`config.mk`:
```
export PLATFORM = sky130hd
export DESIGN_NAME = if_id_skid_reg
export DESIGN_NICKNAME = d
export VERILOG_FILES = /design/src/rtl/if_id_skid_reg.sv
export SDC_FILE = /design/constraint.sdc
export NUM_CORES = 1
export LEC_CHECK = 0
export CORE_MARGIN = 1
export CORE_UTILIZATION = 46
export DETAILED_ROUTE_END_ITERATION = 8
export PLACE_DENSITY = 0.77
export SLEW_MARGIN = 40
export SYNTH_ARGS = -nofsm -noshare
export SYNTH_HDL_FRONTEND = slang
export SYNTH_SLANG_ARGS = --single-unit
```
`constraint.sdc`:
```
create_clock -name clk -period 1.7 [get_ports clk]
set_clock_uncertainty 0.2 [all_clocks]
set_input_delay 0.17 -clock clk [delete_from_list [all_inputs] [get_ports clk]]
set_output_delay 0.17 -clock clk [all_outputs]
set_load 0.05 [all_outputs]
```
`src/rtl/if_id_skid_reg.sv`:
```
// ----------------------------------------------------------------------------
// if_id_skid_reg
// Two-entry skid buffer sitting between instruction fetch and decode. It
// replaces a plain IF/ID register so that decode back-pressure reaches fetch
// only through a flop (in_ready) and never through a combinational path.
// A taken branch (flush) empties the buffer and discards the word on the input.
//
// Ports:
//   clk        rising-edge clock
//   rst        asynchronous active-low reset
//   flush      taken-branch flush, overrides accept/emit
//   in_valid   fetch presents {in_pc, in_inst}
//   in_pc      fetch PC (already +4)
//   in_inst    fetched instruction
//   in_ready   registered; buffer can accept (fetch freeze = ~in_ready)
//   out_valid  head entry valid for decode
//   out_pc     head PC (0 when out_valid=0)
//   out_inst   head instruction (NOP_INST when out_valid=0)
//   out_ready  decode consumes the head this cycle
//   occupancy  entries held, 0..2
// ----------------------------------------------------------------------------
module if_id_skid_reg #(
  parameter int unsigned          WIDTH    = 32,
  parameter logic [WIDTH-1:0]     NOP_INST = WIDTH'(0)
) (
  input  logic             clk,
  input  logic             rst,
  input  logic             flush,
  input  logic             in_valid,
  input  logic [WIDTH-1:0] in_pc,
  input  logic [WIDTH-1:0] in_inst,
  output logic             in_ready,
  output logic             out_valid,
  output logic [WIDTH-1:0] out_pc,
  output logic [WIDTH-1:0] out_inst,
  input  logic             out_ready,
  output logic [1:0]       occupancy
);

  // State encoding doubles as the occupancy count.
  typedef enum logic [1:0] {
    S_EMPTY = 2'd0,
    S_ONE   = 2'd1,
    S_FULL  = 2'd2
  } state_t;

  state_t           r_state;
  logic             r_out_valid;
  logic             r_in_ready;
  logic [WIDTH-1:0] r_head_pc;
  logic [WIDTH-1:0] r_head_inst;
  logic [WIDTH-1:0] r_skid_pc;
  logic [WIDTH-1:0] r_skid_inst;

  logic w_accept;
  logic w_emit;

  assign w_accept = in_valid & r_in_ready;
  assign w_emit   = r_out_valid & out_ready;

  // Single-process FSM; head registers are cleared to the bubble value
  // whenever the buffer empties so out_pc/out_inst need no output mux.
  always_ff @(posedge clk or negedge rst) begin
    if (!rst) begin
      r_state     <= S_EMPTY;
      r_out_valid <= 1'b0;
      r_in_ready  <= 1'b1;
      r_head_pc   <= '0;
      r_head_inst <= NOP_INST;
      r_skid_pc   <= '0;
      r_skid_inst <= '0;
    end else if (flush) begin
      r_state     <= S_EMPTY;
      r_out_valid <= 1'b0;
      r_in_ready  <= 1'b1;
      r_head_pc   <= '0;
      r_head_inst <= NOP_INST;
    end else begin
      case (r_state)
        S_EMPTY: begin
          if (w_accept) begin
            r_state     <= S_ONE;
            r_out_valid <= 1'b1;
            r_head_pc   <= in_pc;
            r_head_inst <= in_inst;
          end
        end
        S_ONE: begin
          if (w_accept && !w_emit) begin
            // Decode stalled: park the new word and freeze fetch.
            r_state     <= S_FULL;
            r_skid_pc   <= in_pc;
            r_skid_inst <= in_inst;
            r_in_ready  <= 1'b0;
          end else if (w_emit && !w_accept) begin
            r_state     <= S_EMPTY;
            r_out_valid <= 1'b0;
            r_head_pc   <= '0;
            r_head_inst <= NOP_INST;
          end else if (w_accept && w_emit) begin
            r_head_pc   <= in_pc;
            r_head_inst <= in_inst;
          end
        end
        S_FULL: begin
          if (w_emit) begin
            r_state     <= S_ONE;
            r_head_pc   <= r_skid_pc;
            r_head_inst <= r_skid_inst;
            r_in_ready  <= 1'b1;
          end
        end
        default: begin
          r_state     <= S_EMPTY;
          r_out_valid <= 1'b0;
          r_in_ready  <= 1'b1;
          r_head_pc   <= '0;
          r_head_inst <= NOP_INST;
        end
      endcase
    end
  end

  assign in_ready  = r_in_ready;
  assign out_valid = r_out_valid;
  assign out_pc    = r_head_pc;
  assign out_inst  = r_head_inst;
  assign occupancy = r_state;

endmodule

```
Word level (Yosys, flattened, before mapping)
Index checks and enable logic that the tools add are counted.
{ "word_totals": {"output_inout_bits": 68, "inputBits": 69, "word_cells": 61, "register_bits": 132} }
{ "classes": {"eq_ne": 11, "n_reduce_logical": 11, "muxes": 29, "bitwise_logic": 3} }
{ "ops": {"columns": ["cell", "count"], "rows": [
  ["2-to-1 mux 32 bit", 12],
  ["one-hot mux 32 bit (3 select lines)", 2],
  ["inequality test 3 bit (second input constant)", 5],
  ["2-to-1 mux 2 bit", 5],
  ["AND reduction 3 bit", 3],
  ["inequality test 4 bit (second input constant)", 2],
  ["AND reduction 4 bit", 2],
  ["2-to-1 mux 1 bit", 7],
  ["one-hot mux 1 bit (3 select lines)", 2],
  ["one-hot mux 2 bit (3 select lines)", 1],
  ["inequality test 2 bit (second input constant)", 2],
  ["logical AND 1 bit", 3],
  ["AND 1 bit", 2],
  ["== test 2 x 1 -> 1 bit (second input constant)", 1],
  ["== test 2 bit (second input constant)", 1],
  ["zero test 1 bit", 2],
  ["zero test 2 bit", 1],
  ["NOT 1 bit", 1]
]} }

Logic depth before layout (Yosys ltp)
Gate-level depths: netlist of run 1.
{ "logic_depth": {"ltp_word": 7, "mapped_depth": 7, "mapped_depth_nobuf": 4} }

Worst setup path after synthesis of run 1
OpenSTA, ideal clock, no wires.
{ "synth_path": {"path_type": "reg-to-reg", "from": "reg r_state[1] (netlist: occupancy[1])", "to": "reg r_head_inst[0] (netlist: out_inst[0])", "setup_time_ns": 0.136, "t_required_ns": 1.364, "t_arrival_ns": 1.893, "period_less_slack_ns": 2.229, "stages_incl_launch_ff": 8, "setup_slack_ns": -0.529, "path_cell_list": "dfrtp_1 > buf_2 > and3b_1 > buf_2 > a21oi_2 > a2bb2oi_4 > buf_2 > o32ai_1"} }
{ "synth_via": {"elab_chain_cells": 3} }
{ "synth_lines": {"columns": ["element", "line", "source"], "rows": [
  ["from (decl)", "47", "state_t r_state;"],
  ["from (signal assigned)", "65", "r_state <= S_EMPTY;"],
  ["from (signal assigned)", "73", "r_state <= S_EMPTY;"],
  ["from (signal assigned)", "82", "r_state <= S_ONE;"],
  ["== test 2 x 1 -> 1 bit (tied with other cells)", "79", "case (r_state)"],
  ["inequality test 4 bit (no source line) (tied with other cells)", null, null],
  ["AND reduction 4 bit (no source line) / 2-to-1 mux 32 bit (equally long branches)", null, null],
  ["to (signal assigned)", "85", "r_head_inst <= in_inst;"],
  ["to (signal assigned)", "102", "r_head_inst <= in_inst;"],
  ["to (signal assigned)", "109", "r_head_inst <= r_skid_inst;"],
  ["to (decl)", "51", "logic [WIDTH-1:0] r_head_inst;"]
]} }
Parallel ways exist; a longest one is shown, timed or not.
A chain may end at the register's enable or synchronous reset.

Worst setup path after layout of run 1
{ "layout_path": {"from": "reg r_state[1] (netlist: occupancy[1])", "to": "reg r_head_pc[27] (netlist: out_pc[27])"} }
{ "layout_via": {"elab_chain_cells": 3} }
{ "layout_lines": {"columns": ["element", "line", "source"], "rows": [
  ["== test 2 x 1 -> 1 bit (tied with other cells)", "79", null],
  ["inequality test 4 bit (no source line) (tied with other cells)", null, null],
  ["AND reduction 4 bit (no source line) / 2-to-1 mux 32 bit (equally long branches)", null, null],
  ["to (signal assigned)", "84", "r_head_pc <= in_pc;"],
  ["to (signal assigned)", "101", "r_head_pc <= in_pc;"],
  ["to (signal assigned)", "108", "r_head_pc <= r_skid_pc;"],
  ["to (decl)", "50", "logic [WIDTH-1:0] r_head_pc;"]
]} }
Parallel ways exist; a longest one is shown, timed or not.

==> results.toml, run 1 <==
[power_and_ir_drop]
switching_share = 0.334
ir_worst_vdd_mv = 0.999
power.density_nw_per_um2 = 1490
p_leak_uw = 0.00354
comb_power_share = 0.335
power_frac_clock = 0.281
switchingPower_uw = 4140
p_int_uw = 8270
seqPwrFrac = 0.384

[timing]
rsz0062_at_grt = "true"
drv_slew = 0
slew_headroom = 0.674
min_period_ns = 1.87
tightest_slew_ns = 0.489
finalSetupViolations = 128
setup_slack_ns = -0.172
min_period_over_period = 1.10
fmax_ghz = 0.534
final-hold-violation-count = 0
whs_ns = 0.0345

[placed_design]
pre_cts_ws_ns = -0.380
place_hpwl_um = 8980
gp_congestion = 0.766
dp_cells = 748
port_buffers = 136
place_area_um2 = 7610

[logic_synthesis]
yosysWarnings = 0
yosysSeqAreaShare = 0.550
syn_avg_cell_area_um2 = 13.1
postSynthCellCount = 458
ys_ff_latch = 132
synth_area_um2 = 6010
synth_nets = 527
ys_types = 27

[floorplan]
core_um2 = 12700
initial_core_util = 0.474
die_area_um2 = 13500
rows = 41
die_w_um = 116
die_h_um = 116
pin_count = 137

[detailed_routing]
drc = 0
vias_per_cell = 5.52
drt_wl_total_um = 14500
vias = 4348
drt_iter0_drc = 227
ant_nets = 0
wl_per_cell_um = 18.4
dr.pass1.iters = 4

[worst_setup_path]
crit_path_max_fanout = 37
max_stage_delay_ns = 0.48
critPathArrivalTime_ns = 1.98
slowest_stage = "dfrtp_4"
crit_family = "compound AO/OA/AOI/OAI gates"
cp-end-kind = "flop"
cp_num_buf_inv = 1
path_cells = "and3b_2, a21oi_4, a2bb2oi_4, buf_12, o32ai_1"
critPathKind = "reg -> reg"
startpoint_type = "flop"
worstPathRequired_ns = 1.80

[outcome]
violations = "negative setup slack"
status = "finished, violations left"

[finish]
final_area_um2 = 8340
syn_to_final_growth_pct = 38.7
drive_above_1_share = 0.326
nNetsFinal = 673
num_antenna_cells = 0
final_util = 0.658
mostFrequentLayoutCell = "dfrtp_1"
final_cells = 788
most-common-layout-cells = "dfrtp_1, buf_4, clkdlybuf4s50_1"

[clocking]
clk_path_buf_depth = 2
cts_root_buf = "clkbuf_16"
numClockSinks = 132
cts_htree_levels = 4
cts_tree = "built"
cts_buffers = 17
clkLatencyLatePin_ns = 0.42
path_clk_slew_ns = 0.06

[global_route]
grt_pass1_vias = 4510
grt_pass1_wl_um = 23600
overflow = 0
grt_antenna_before_repair = 0
track_usage = 0.232
grt_max_degree = 134

[hold_path]
hp-class = "in -> async"

[flow_run]
max_cap_viol_count = 0
==> cell families after synthesis <==
kind of cell,Yosys count,synth area share
flip-flops,132,0.550
multiplexers,130,0.231
AND/OR/NAND/NOR,78,0.0793
AO/OA/AOI/OAI,71,0.105
buffers and inverters,46,0.0337
XOR/XNOR,1,0.00146
==> stage by stage <==
step / TNS, ns / power [uW]
floorplan: -34.88 / 7480
global placement: -34.51 / 8700
detailed placement: -39.26 / 8860
CTS: -13.86 / 12400
global route: -21.65 / 13000
finish: -14.03 / 12400
==> power groups by stage <==
| stage | clock, uW | sequential [uW] | combinational [uW] |
|---|---|---|---|
| floorplan | 0 | 5660 | 1820 |
| global placement | 0 | 4740 | 3960 |
| detailed placement | 0 | 4790 | 4070 |
| CTS | 3530 | 4760 | 4130 |
| global route | 3690 | 4890 | 4430 |
| finish | 3480 | 4770 | 4160 |
==> registers in the layout (all words and copies together), names as in the netlist <==
name         cells
in_ready         1
occupancy        2
out_inst        32
r_skid_inst     32
out_pc          32
r_skid_pc       32
out_valid        1
==> layout make-up <==
| type | instances | area (um^2) |
|---|---|---|
| clock buffers | 27 | 513 |
| clock inverters | 4 | 45.0 |
| fillers | 953 | 4340 |
| inverters | 2 | 7.51 |
| multi-input cells | 280 | 2540 |
| flip-flops and latches | 132 | 3310 |
| well taps | 172 | 215 |
| repair buffers | 171 | 1700 |
==> synth_stat cells <==
master / count / area [um^2]
a21oi_2: 1 / 8.76
a2bb2oi_1: 1 / 8.76
a2bb2oi_4: 1 / 26.3
a31oi_1: 1 / 6.26
and2_1: 1 / 6.26
and3b_1: 1 / 8.76
buf_1: 1 / 3.75
buf_2: 24 / 120
clkbuf_1: 19 / 71.3
dfrtp_1: 131 / 3280
dfstp_2: 1 / 26.3
inv_1: 2 / 7.51
mux2_1: 6 / 67.6
mux2_2: 58 / 653
mux2i_1: 65 / 651
mux2i_2: 1 / 13.8
nand2_1: 1 / 3.75
nand2b_1: 65 / 407
nand3_1: 1 / 5.00
nand3_2: 1 / 10.0
nor2_1: 5 / 18.8
nor2b_1: 2 / 12.5
nor3_1: 1 / 5.00
o22ai_1: 2 / 12.5
o31ai_1: 1 / 7.51
o32ai_1: 64 / 561
xor2_1: 1 / 8.76
==> what timing repair did <==
item | CTS | global route
buffers inserted | 0 | 6
hold buffers | 1 | 0
setup endpoints to repair | 130 | 130
gates cloned | 2 | 1
gates resized for setup | 4 | 6
hold endpoints to repair | 132 | 0
==> final timing paths <==
path	startpoint	to	slack (ns)	cells past startpoint
max reg2reg	occupancy[1]	out_pc[27]	-0.17	5
min reg2reg	r_skid_inst[11]	r_skid_inst[11]	0.29	1
max in group asynchronous	rst	out_pc[15]	0.69	3
min	rst	out_pc[27]	0.03	2
min in group clk	flush	out_valid	0.16	3
max	occupancy[1]	out_pc[27]	-0.17	5
==> routing by layer <==
layer / track usage / share of wire
met5: 0 / 0
met4: 0.100 / 0.020
met3: 0.0685 / 0.061
met2: 0.348 / 0.46
met1: 0.314 / 0.46
(Power assumes the default switching activity.)
==> run 2, diff against run 1 <==
- CAP_MARGIN: default -> 10
- CORE_MARGIN: 1 -> 5
==> run 2 against run 1 <==
Against the previous run:
- the flow still finishes with violations (negative setup slack)
- global-route usage is 3.9 points lower
- flip-flop and latch count stayed put
- die area is 14% higher
- largest power group is now combinational cells
- worst hold slack better by 0.080 ns
- clock power is 3% higher
- register-to-register slack hardly changed
- combinational power is 38% higher
==> results.toml, run 2 (same netlist as run 1, synthesis figures left out) <==
[floorplan]
pin_count = 137
die_w_um = 124
core_um2 = 12700
rows = 41
initial_core_util = 0.472
die_area_um2 = 15400
die_h_um = 124

[detailed_routing]
drc = 0
wl_per_cell_um = 22.0
vias = 4528
ant_nets = 0
vias_per_cell = 5.70
drt_iter0_drc = 271
drt_wl_total_um = 17500
dr.pass1.iters = 4

[power_and_ir_drop]
finalPower_uw = 14100
switching_share = 0.350
ir_worst_vdd_mv = 0.850
p_leak_uw = 0.00376
power.density_nw_per_um2 = 1510
power_frac_clock = 0.254
switchingPower_uw = 4950
comb_power_share = 0.406
p_int_uw = 9200
seqPwrFrac = 0.340

[timing]
final-hold-violation-count = 0
min_period_over_period = 1.10
tns_ns = -17.57
finalSetupViolations = 129
tightest_slew_ns = 0.790
fmax_ghz = 0.535
rsz0062_at_grt = "true"
drv_slew = 0
slew_headroom = 0.473
min_period_ns = 1.87
setup_slack_ns = -0.169

[clocking]
cts_buffers = 17
path_clk_slew_ns = 0.05
cts_htree_levels = 4
cts_root_buf = "clkbuf_16"
numClockSinks = 132
clk_path_buf_depth = 2
clkLatencyLatePin_ns = 0.42
cts_tree = "built"

[finish]
syn_to_final_growth_pct = 56.3
fill_cells = 803
most-common-layout-cells = "dfrtp_1, buf_4, clkdlybuf4s50_1"
drive_above_1_share = 0.429
mostFrequentLayoutCell = "dfrtp_1"
num_antenna_cells = 0
nNetsFinal = 678
final_area_um2 = 9390

[worst_setup_path]
path_cells = "and3b_2, a21oi_4, mux2i_4, clkbuf_16, clkbuf_16, o32ai_4"
startpoint_type = "flop"
critPathKind = "reg -> reg"
crit_family = "flip-flops"
cpMostUsedCell = "clkbuf_16"
critPathArrivalTime_ns = 1.94
crit_path_max_fanout = 5
cp_num_buf_inv = 2
slowest_stage = "dfrtp_4"
worstPathRequired_ns = 1.77
max_stage_delay_ns = 0.48
cp-end-kind = "flop"

[outcome]
violations = "negative setup slack"
status = "finished, violations left"

[placed_design]
port_buffers = 136
gp_congestion = 0.760
place_area_um2 = 7580
place_hpwl_um = 9140
pre_cts_ws_ns = -0.476

[global_route]
track_usage = 0.193
grt_pass1_wl_um = 24400
grt_antenna_before_repair = 0
grt_pass1_vias = 4689
overflow = 0
grt_max_degree = 134

[hold_path]
hp-class = "in -> async"

[flow_run]
max_cap_viol_count = 0
## run 2: cell types whose count changed in the layout (fill, tap and decap cells not counted), moves of 3 or more
cell and change:
buf_4 -12, o32ai_4 +26, o32ai_1 -62, mux2_1 +3
clkbuf_16 +8, buf_12 +6, buf_16 +4, o32ai_2 +36
mux2_4 -4
## run 2: layout make-up
type | count | area [um^2] | share of cell area
well taps | 172 | 215 | 0.0229
inverters | 2 | 7.51 | 0.000799
clock buffers | 29 | 541 | 0.0576
flip-flops and latches | 132 | 3310 | 0.353
repair buffers | 176 | 1990 | 0.212
multi-input cells | 280 | 3290 | 0.350
clock inverters | 3 | 40.0 | 0.00426
## run 2: per-layer routing
metal	track usage	vias to the layer above	share of wire
met5	0	-	0
met4	0.0645	0	0.020
met3	0.0476	27	0.053
met2	0.308	136	0.50
met1	0.259	2345	0.43
li1	-	2020	-
## run 2: per-stage QoR
step / utilization / cells / hold WS (ns)
2_1_floorplan: - / 458 / -0.326
3_3_place_gp: 0.596 / 742 / 0.0202
3_5_place_dp: 0.596 / 742 / 0.0216
4_1_cts: 0.664 / 778 / 0.129
5_1_grt: 0.738 / 794 / 0.162
6_report: 0.738 / 794 / 0.114
## run 2: final timing paths
kind / from / endpoint / slack, ns / cells past startpoint
max reg2reg: occupancy[1] / out_pc[3] / -0.17 / 6
min in group clk: in_inst[11] / r_skid_inst[11] / 0.18 / 2
max in group asynchronous: rst / occupancy[1] / 0.82 / 3
min reg2reg: r_skid_inst[11] / r_skid_inst[11] / 0.29 / 1
min: rst / out_inst[23] / 0.11 / 3
max: occupancy[1] / out_pc[3] / -0.17 / 6
## run 2: what timing repair did
item,4_1_cts,5_1_grt
cloned,1,14
hold buffers,1,0
setup buffers,2,2
hold endpoints to repair,132,0
pin swaps,7,51
resized for setup,32,79
endpoints found under the setup margin,129,129
## run 2: worst min-delay path, stage by stage
cell and delay [ns]:
dlygate4sd3_1 0.53, buf_4 0.14, buf_12 0.30
## run 2: power groups by stage
stage / clock network [uW] / logic [uW] / registers [uW]
floorplan: 0 / 1820 / 5660
global placement: 0 / 3990 / 4750
detailed placement: 0 / 4090 / 4810
CTS: 3610 / 4400 / 4760
global route: 3780 / 6010 / 4910
finish: 3600 / 5740 / 4810
